### src/rtl/bus_activity_detect.sv
// Per-channel synchronizer, glitch filter and edge-pulse generator feeding the
// front-panel activity LED stretchers. Also exports the filtered line levels.
module bus_activity_detect #(
  parameter int N             = 4,
  parameter int FILTER_CYCLES = 4
) (
  input  logic         clk,
  input  logic         rst,
  input  logic [N-1:0] din,
  input  logic [N-1:0] rise_en,
  input  logic [N-1:0] fall_en,
  output logic [N-1:0] filt,
  output logic [N-1:0] pulse
);

  localparam int            CW       = $clog2(FILTER_CYCLES + 1);
  localparam logic [CW-1:0] CNT_LAST = CW'(FILTER_CYCLES - 1);
  localparam logic [CW-1:0] CNT_ONE  = CW'(1);

  logic [N-1:0]  s1;
  logic [N-1:0]  s2;
  logic [N-1:0]  filt_next;
  logic [N-1:0]  pulse_next;
  logic [CW-1:0] cnt      [N];
  logic [CW-1:0] cnt_next [N];

  // Two-flop synchronizer; s2 is the only view of din the filter ever sees.
  // NOTE: sequential state uses non-blocking assignments so s2 takes the old s1,
  // giving two real flop stages regardless of statement order.
  always_ff @(posedge clk or posedge rst) begin
    if (rst) begin
      s1 <= '0;
      s2 <= '0;
    end else begin
      s1 <= din;
      s2 <= s1;
    end
  end

  // A differing level must persist FILTER_CYCLES clocks; any return to the
  // accepted level restarts the count, so short glitches never reach filt.
  always_comb begin
    // NOTE: defaults are assigned before any branch so no path leaves a
    // variable holding its old value, which would infer a latch.
    filt_next = filt;
    for (int i = 0; i < N; i++) begin
      cnt_next[i] = '0;
      if (s2[i] != filt[i]) begin
        if (cnt[i] == CNT_LAST) begin
          filt_next[i] = s2[i];
        end else begin
          cnt_next[i] = cnt[i] + CNT_ONE;
        end
      end
    end
  end

  // Pulse is registered alongside filt so it lines up with the new level.
  assign pulse_next = (filt_next & ~filt & rise_en)
                    | (~filt_next & filt & fall_en);

  always_ff @(posedge clk or posedge rst) begin
    if (rst) begin
      filt  <= '0;
      pulse <= '0;
      // NOTE: the counter array is reset too; a stale count surviving reset
      // would let a line be accepted before a full filter window.
      for (int i = 0; i < N; i++) begin
        cnt[i] <= '0;
      end
    end else begin
      filt  <= filt_next;
      pulse <= pulse_next;
      for (int i = 0; i < N; i++) begin
        cnt[i] <= cnt_next[i];
      end
    end
  end

endmodule

### config.mk
export PLATFORM = sky130hd
export DESIGN_NAME = bus_activity_detect
export DESIGN_NICKNAME = d
export VERILOG_FILES = /design/src/rtl/bus_activity_detect.sv
export SDC_FILE = /design/constraint.sdc
export NUM_CORES = 1
export LEC_CHECK = 0
export CAP_MARGIN = 5
export CORE_MARGIN = 1.5
export CORE_UTILIZATION = 40
export CTS_BUF_LIST = sky130_fd_sc_hd__clkbuf_2
export DETAILED_ROUTE_END_ITERATION = 8
export GPL_TIMING_DRIVEN = 0
export MAX_ROUTING_LAYER = met4
export SETUP_SLACK_MARGIN = 0.1
export SLEW_MARGIN = 25
export SYNTH_ARGS = -nofsm -noshare
export SYNTH_HDL_FRONTEND = slang
export SYNTH_SLANG_ARGS = --single-unit
export TNS_END_PERCENT = 50
### constraint.sdc
create_clock -name clk -period 1.54 [get_ports clk]
set_clock_uncertainty 0.1 [all_clocks]
set_input_delay 0.154 -clock clk [delete_from_list [all_inputs] [get_ports clk]]
set_output_delay 0.154 -clock clk [all_outputs]
set_load 0.05 [all_outputs]
* Yosys cells after proc, flatten, opt, wreduce, memory -nomap -nowiden
Cells that the tools add are included.
** Operators by class
- $add $sub $neg :: 4
- Equality and inequality tests :: 8
- Mux-type cells :: 16
- Bitwise gates (word level) :: 7
** Operator list (number)
- $mux 3 :: 8
- $and 4x4->4 :: 4
- $add 3x1->3 const B :: 4
- $eq 3x2->1 const B :: 4
- $mux 1 :: 8
- $not 4->4 :: 2
- $ne 1x1->1 :: 4
- $or 4x4->4 :: 1
** Storage, ports and cells
- Bits in registers :: 28
- Bits of input ports :: 14
- Output and inout bits :: 8
- Logic and storage cells :: 43

* Logic depth before layout (Yosys ltp)
Gate-level depths: netlist (run 1).
- Depth in word-level cells :: 7
- Gate-level depth with buffers :: 3
- Gate-level depth less buffers :: 3

* Worst setup path before layout (run 1)
Ideal clock, no wire load.
- Path type :: reg2reg
- From :: register filt[3]
- To :: register cnt[1] in the netlist's numbering
- Arrival time :: 1.025 ns
- Path slack :: 0.326 ns
- Stages on the path, launching flop included :: 3
- Buffers on the path :: 0
- Period minus slack after synthesis :: 1.214 ns
- Path through :: dfrtp_1 > xnor2_1 > nor3b_1
** RTL lines
- from (decl) :: line 12 : output logic [N-1:0] filt,
- from (signal assigned) :: line 72 : filt <= filt_next;
- to (signal, indexed assignment) :: line 75 : cnt[i] <= cnt_next[i];
- to (decl) :: line 24 : logic [CW-1:0] cnt [N];

* Final worst setup path (run 1)
- From :: register pulse[2]
- To :: output pulse[2]
** RTL lines
- from (decl) :: line 13 : output logic [N-1:0] pulse
- from (signal assigned) :: line 73 : pulse <= pulse_next;
No word-level cell between the ends.

==> reports/results.tsv, run 1 <==
metric	value	unit
status	complete, no violations	
grt_remaining_overflow	0	
ys_types	13	
fin_tns_setup	0	ns
p_int	1.28	mW
cap_violations	0	
fin_crit_sh	0.873	
fmax	0.744	GHz
synthCells	70	
final_util	0.530	
syn_nets	88	
cp-start-kind	register	
layout_setup_ws	0.196	ns
drcViolationCount	0	
hpwlAfterDp	1080	um
fin_area	1310	um^2
wl_met1	699	um
r2r_slack	0.27	ns
die_h	54.4	um
placed_area	1300	um^2
synth_area	1060	um^2
detail-route-antenna-nets	0	
area_delta_synth_final	24.4	%
cts_num_sinks	28	
worst_ep_required_time	1.29	ns
final_max_slew_viol_count	0	
drt_first_pass_iters	1	
routed_wirelength	1530	um
dp.cells	121	
setup_viol	0	
min_period	1.34	ns
ios	22	
combinationalPowerShare	0.375	
r2r-start	cnt[9]	
power	2.00	mW
path_max_fanout	1	
cts_tree	done	
ys_ff_latch	28	
worst_pin_slew	0.559	ns
clockBufferDepth	2	
rsz0062_at_grt	false	
crit_slowest_cell	dfrtp_1	
stdcell_count	127	
seq_power_share	0.497	
fin_hold_ws	0.0349	ns
routed-wl-met3	66	um
top_layer	met4	
grt_usage	0.115	
portBuffers	21	
hold_class	in2async	
crit_start	pulse[2]	
worst-path-stages	1	
end_kind	output port	
mostFrequentLayoutCells	dfrtp_1, clkdlybuf4s50_1, nor3b_1, nand3b_1, clkbuf_2	
grt_pass1_wl	2290	um
antennaDiodeCount	0	
powerDensity	1520	nW/um^2
first_iter_violations	0	
r2r_end	filt[0]	
finalHoldViolCount	0	
fp.dieArea	2960	um^2
ys_warn_count	0	
worst-setup-path-type	reg2out	
final_common_cell	dfrtp_1	
insertion_delay	0.34	ns
wl_met2	751	um
cpPeakStageDelay	0.38	ns
arrival	1.09	ns
grt_start_max_net_pins	29	
peakVddDrop	802	uV
place_worst_setup_slack	0.0629	ns
r2r_cells	3	
dr_total_vias	614	
layout-drive-gt1-share	0.216	
pwr-share-clk	0.128	
grt_pass1_vias	552	
worstPathBufferInverterCount	1	
numCtsBuffers	3	
rows	18	
post_drt_via_cell_ratio	4.83	
antenna_found_initial	0	
wl_per_cell	12.0	um
die_w	54.4	um
power.switching	0.716	mW
clockRootBuffer	clkbuf_2	
relSlewSlack	0.627	
core_area	2480	um^2
leakagePower	0.584	nW
htreeDepth	1	
p_sw_frac	0.358	
start_util	0.426	
syn_avg_cell_area	15.1	um^2
crit_path_end	pulse[2]	
critical_path.top_delay_family	flip-flops	
final_nets	116	
gp_congestion	0.644	
clkTransAtPathRegs	0.24	ns
yosysSeqAreaShare	0.664	
path_cells	clkdlybuf4s15_2	
[worst min path at each step]
stage | to | slack [ns] | depth (start not counted)
floorplan | s1[0] | 0.09 | 0
global placement | s2[1] | 0.23 | 0
detailed placement | s2[3] | 0.24 | 0
CTS | cnt[8] | 0.02 | 2
global route | s1[3] | 0.05 | 1
finish | cnt[6] | 0.03 | 2
[cell type report]
cell class,instances,area (um^2)
Clock inverter,1,3.75
Multi-Input combinational cell,41,352
Timing Repair Buffer,23,201
Inverter,1,3.75
Fill cell,234,1160
Clock buffer,3,15.0
Sequential cell,28,701
Tap cell,30,37.5
[metal layers]
layer / global-route usage / vias up
li1: - / 296
met2: 0.175 / 12
met3: 0.0246 / 2
met5: - / -
met4: 0.0750 / 0
met1: 0.139 / 304
[timing repair]
| item | 4_1_cts | 5_1_grt |
|---|---|---|
| setup buffers | 0 | 2 |
| hold buffers | 0 | 0 |
| setup endpoints to repair | 8 | 7 |
| resized for setup | 25 | 11 |
| hold endpoints to repair | 0 | 0 |
[power groups by stage]
| stage | Clock (mW) | Sequential (mW) | Combinational [mW] |
|---|---|---|---|
| 2_1_floorplan | 0 | 1.20 | 0.324 |
| 3_3_place_gp | 0 | 1.01 | 0.723 |
| 3_5_place_dp | 0 | 1.02 | 0.745 |
| 4_1_cts | 0.278 | 1.00 | 0.703 |
| 5_1_grt | 0.304 | 1.02 | 0.814 |
| 6_report | 0.257 | 0.994 | 0.750 |
[state kept, by name, summed over array words and instances, names as in the netlist]
signal  flops
s2          4
cnt        12
pulse       4
s1          4
filt        4
[cell usage after synthesis]
cell type,count,area [um^2]
dfrtp_1,28,701
nand3b_1,8,60.1
nor3b_1,8,60.1
ha_1,4,50.1
mux2_2,4,45.0
nor3_1,4,20.0
xnor2_1,4,35.0
a21boi_0,3,22.5
nor2b_4,3,41.3
a21oi_1,1,5.00
inv_1,1,3.75
nand2b_1,1,6.26
nor2b_1,1,6.26
[logic make-up (layout without fill, tap and decap cells)]
family	count (synthesis)	after routing	synth area share
XOR/XNOR	4	4	0.0332
multiplexers	4	4	0.0427
buffers and inverters	1	28	0.00355
AO/OA/AOI/OAI	4	4	0.0261
adder cells (fa/ha/maj)	4	4	0.0474
AND/OR/NAND/NOR	25	25	0.184
flip-flops	28	28	0.664
Note: power is estimated with default switching activity, not from simulation.
==> inputs of run 2 (changes only) <==
--- a/config.mk
+++ b/config.mk
@@ -6,8 +6,7 @@
 export NUM_CORES = 1
 export LEC_CHECK = 0
 export CAP_MARGIN = 5
-export CORE_MARGIN = 1.5
-export CORE_UTILIZATION = 40
+export CORE_UTILIZATION = 25
 export CTS_BUF_LIST = sky130_fd_sc_hd__clkbuf_2
 export DETAILED_ROUTE_END_ITERATION = 8
 export GPL_TIMING_DRIVEN = 0
==> reports/results.tsv, run 2 (synthesis gave the netlist of run 1 again) <==
metric	value	unit
cts_tree	done	
pwr-share-clk	0.133	
htreeDepth	1	
insertion_delay	0.34	ns
fin_crit_sh	0.875	
leakagePower	0.576	nW
fin_hold_ws	0.0373	ns
antennaDiodeCount	0	
final_util	0.326	
clkTransAtPathRegs	0.24	ns
wl_per_cell	10.1	um
worstPathBufferInverterCount	1	
area_delta_synth_final	24.5	%
core_area	4030	um^2
cts_post_setup_buffers_inserted	0	
antenna_found_initial	0	
regMostFlops	cnt	
start_util	0.262	
final_nets	114	
r2r_slack	0.25	ns
hpwlAfterDp	1100	um
powerDensity	1480	nW/um^2
grt_start_max_net_pins	29	
postCtsHoldBufs	0	
die_w	67.0	um
cts_num_sinks	28	
ios	22	
power.switching	0.702	mW
clockRootBuffer	clkbuf_2	
fp.dieArea	4490	um^2
fmax	0.742	GHz
grt_pass1_wl	2620	um
path_max_fanout	5	
numCtsBuffers	3	
crit_slowest_cell	dfrtp_1	
p_sw_frac	0.360	
end_kind	output port	
arrival	1.09	ns
cap_violations	0	
relSlewSlack	0.626	
final-seq-area	701	um^2
final_common_cell	dfrtp_1	
worst_pin_slew	0.561	ns
layout-drive-gt1-share	0.200	
drcViolationCount	0	
post_drt_via_cell_ratio	4.19	
min_period	1.35	ns
dr_total_vias	608	
largest_register_ff_count	12	
status	complete, no violations	
grt_pass1_vias	596	
rsz0062_at_grt	true	
multi_input_area	352	um^2
mostFrequentLayoutCells	dfrtp_1, clkdlybuf4s50_1, nor3b_1, nand3b_1, clkbuf_2	
power	1.95	mW
r2r_end	filt[0]	
finalHoldViolCount	0	
r2r-start	cnt[9]	
grt_usage	0.0803	
worst_ep_required_time	1.29	ns
combinationalPowerShare	0.355	
setup_viol	0	
first_iter_violations	5	
hold_class	in2async	
detail-route-antenna-nets	0	
path_cells	buf_2	
n_fill_cell	412	
critical_path.top_delay_family	flip-flops	
drt_first_pass_iters	4	
cp-start-kind	register	
clockBufferDepth	2	
seq_power_share	0.512	
rows	23	
peakVddDrop	562	uV
grt_remaining_overflow	0	
r2r_cells	3	
routed_wirelength	1470	um
fin_tns_setup	0	ns
cpPeakStageDelay	0.47	ns
die_h	67.0	um
final_max_slew_viol_count	0	
layout_setup_ws	0.193	ns
gp_congestion	0.622	
place_worst_setup_slack	-0.0154	ns
worst-setup-path-type	reg2out	
portBuffers	21	
p_int	1.25	mW
-- run 2: cell count changes in the layout (fill, tap and decap cells not counted) --
cell             before  now
buf_4                 2    1
clkdlybuf4s15_2       1    0
clkbuf_4              4    2
buf_2                 0    2
-- run 2: worst max path at each step --
stage                     slack (ns)     from       end  cells past startpoint
after detailed placement       -0.02      rst  pulse[1]                      2
after floorplan                 0.33  filt[3]    cnt[1]                      2
after CTS                       0.05  filt[3]   filt[3]                      1
after global routing            0.08  filt[3]   filt[3]                      1
after global placement          0.07      rst   cnt[11]                      2
final                           0.19  filt[3]   filt[3]                      1
-- run 2: area by class of cell --
type | count | share of cell area
multi-input cells | 41 | 0.267
flip-flops and latches | 28 | 0.533
clock buffers | 3 | 0.0114
repair buffers | 21 | 0.135
well taps | 50 | 0.0476
inverters | 1 | 0.00285
clock inverters | 1 | 0.00285
-- run 2: layer usage --
metal	part of all wire	GRT usage	wire (um)
met3	0.057	0.0257	83
met5	0	-	0
met1	0.47	0.103	686
met4	0	0.0160	0
met2	0.48	0.124	698
-- run 2: timing repair --
item,4_1_cts,5_1_grt
hold endpoints to repair,0,0
endpoints found under the setup margin,8,8
gates resized for setup,27,11
-- run 2: power groups by stage --
stage / Clock (mW) / Combinational, mW / Sequential [mW]
after floorplan: 0 / 0.324 / 1.20
after global placement: 0 / 0.712 / 1.01
after detailed placement: 0 / 0.740 / 1.02
after CTS: 0.272 / 0.695 / 1.00
after global routing: 0.315 / 0.762 / 1.03
final: 0.259 / 0.693 / 0.999
-- run 2: metrics by stage --
stage | cells | instance area (um^2)
floorplan | 70 | 1060
global placement | 141 | 1330
detailed placement | 141 | 1330
CTS | 145 | 1340
global route | 145 | 1320
finish | 145 | 1320
==> inputs of run 3 (changes only) <==
--- a/config.mk
+++ b/config.mk
@@ -5,9 +5,9 @@
 export SDC_FILE = /design/constraint.sdc
 export NUM_CORES = 1
 export LEC_CHECK = 0
+export ABC_AREA = 1
 export CAP_MARGIN = 5
 export CORE_UTILIZATION = 25
-export CTS_BUF_LIST = sky130_fd_sc_hd__clkbuf_2
 export DETAILED_ROUTE_END_ITERATION = 8
 export GPL_TIMING_DRIVEN = 0
 export MAX_ROUTING_LAYER = met4
@@ -16,4 +16,4 @@
 export SYNTH_ARGS = -nofsm -noshare
 export SYNTH_HDL_FRONTEND = slang
 export SYNTH_SLANG_ARGS = --single-unit
-export TNS_END_PERCENT = 50
+export TNS_END_PERCENT = 1
==> reports/results.tsv, run 3 <==
metric	value	unit
clockRootBuffer	clkbuf_8	
rsz0062_at_grt	false	
fp.dieArea	4690	um^2
first_iter_violations	34	
syn_avg_cell_area	9.44	um^2
leakagePower	0.755	nW
layout_setup_ws	0.154	ns
grt_remaining_overflow	0	
grt_pass1_vias	814	
r2r_end	cnt[7]	
routed_wirelength	1800	um
cap_violations	0	
portBuffers	21	
antennaDiodeCount	0	
final_max_slew_viol_count	0	
wl_per_cell	9.37	um
setup_viol	0	
yosysSeqAreaShare	0.634	
grt_usage	0.0962	
syn_nets	135	
drt_first_pass_iters	4	
r2r_slack	0.43	ns
dr_total_vias	755	
grt_busiest_layer	met2	
insertion_delay	0.27	ns
ios	22	
finalHoldViolCount	0	
clockBufferDepth	2	
cp-start-kind	register	
synth-edff-count	0	
min_period	1.39	ns
hpwlAfterDp	1310	um
mostFrequentLayoutCells	nand2_1, dfrtp_1, inv_1, nor2_1, clkdlybuf4s50_1	
gp_congestion	0.738	
synthCells	117	
place_worst_setup_slack	-0.0207	ns
cts_post_setup_buffers_inserted	0	
worst-setup-path-type	reg2out	
crit_start	pulse[0]	
layout-drive-gt1-share	0.0634	
post_drt_via_cell_ratio	3.93	
synth-async-reset-ratio	1.00	
fin_crit_sh	0.900	
start_util	0.268	
synth_area	1100	um^2
critical_path.top_delay_family	buffers and inverters	
regMostFlops	cnt	
path_cells	dlygate4sd2_1	
synth_top_area_cell	dfrtp_1	
detail-route-antenna-nets	0	
arrival	1.13	ns
cpPeakStageDelay	0.52	ns
hold_class	in2async	
worst_ep_required_time	1.29	ns
ys_ff_latch	28	
yosys_most_used_dff	dfrtp_1	
clkTransAtPathRegs	0.09	ns
grt_use_met3	0.0350	
n_fill_cell	414	
ys_types	8	
end_kind	output port	
drcViolationCount	0	
die_h	68.5	um
largest_register_ff_count	12	
path_max_fanout	1	
fin_area	1450	um^2
r2r-start	cnt[6]	
core_area	4120	um^2
rows	23	
final_nets	161	
fin_tns_setup	0	ns
gr-usage-met1	0.111	
grt_start_max_net_pins	29	
r2r_cells	4	
fmax	0.722	GHz
powerDensity	1580	nW/um^2
htreeDepth	1	
grtUsageMet2	0.154	
yosys-top-cells-count	dfrtp_1, nand2_1, inv_1	
numCtsBuffers	3	
grt_pass1_wl	3210	um
relSlewSlack	0.625	
antenna_found_initial	0	
synth.top_cell.area_share	0.634	
final_util	0.352	
status	complete, no violations	
area_delta_synth_final	31.1	%
placed_area	1380	um^2
cts_num_sinks	28	
crit_slowest_cell	dlygate4sd2_1	
ys_warn_count	0	
die_w	68.5	um
peakVddDrop	875	uV
yosys-top-cells-area	dfrtp_1, nand2_1, inv_1, nor2_1, ha_1	
worstPathBufferInverterCount	1	
cts_tree	done	
worst_pin_slew	0.562	ns
-- run 3: cell types whose count changed after synthesis, sizes merged, moves of 8 or more --
cell | before | now
nor3b | 8 | 0
nand2 | 0 | 28
nand3b | 8 | 0
nor2 | 0 | 20
inv | 1 | 21
nand3 | 0 | 8
-- run 3: cells by family after synthesis --
kind of cell | Yosys count | share of synthesized area
simple gates | 56 | 0.199
flops | 28 | 0.634
buf+inv | 21 | 0.0714
compound gates | 4 | 0.0181
xor+xnor | 4 | 0.0317
fa+ha+maj | 4 | 0.0453
-- run 3: worst max path at each step --
stage                     to  slack [ns]  depth (start not counted)
floorplan             cnt[0]        0.38                          2
global placement    pulse[1]        0.05                          2
detailed placement  pulse[2]       -0.02                          2
CTS                 pulse[3]        0.13                          1
global route        pulse[1]        0.10                          1
finish              pulse[0]        0.15                          1
-- run 3: what timing repair did --
| item | CTS | global route |
|---|---|---|
| hold buffers | 0 | 0 |
| setup endpoints to repair | 8 | 0 |
| gates resized for setup | 16 | 0 |
-- run 3: cell type report --
cell class | count | area [um^2] | share of cell area
Clock buffer | 3 | 41.3 | 0.0285
Clock inverter | 1 | 30.0 | 0.0207
Inverter | 21 | 78.8 | 0.0544
Multi-Input combinational cell | 68 | 325 | 0.225
Sequential cell | 28 | 701 | 0.484
Tap cell | 50 | 62.6 | 0.0432
Timing Repair Buffer | 21 | 210 | 0.145
-- run 3: where the power goes --
part / switching (mW) / internal (mW)
sequential: 0.113 / 0.881
combinational: 0.459 / 0.267
clock: 0.218 / 0.348
-- run 3: per-layer routing --
| metal | vias to the layer above | part of all wire |
|---|---|---|
| met5 | - | 0 |
| met4 | 0 | 0.014 |
| met3 | 4 | 0.061 |
| met2 | 23 | 0.44 |
| met1 | 332 | 0.48 |
| li1 | 396 | - |
-- run 3: stage by stage --
stage,hold slack [ns],power [mW],std cells
6_report,0.142,2.29,192
5_1_grt,0.191,2.45,192
4_1_cts,0.200,2.32,192
3_5_place_dp,0.235,1.76,188
3_3_place_gp,0.237,1.70,188
2_1_floorplan,0.0854,1.52,117
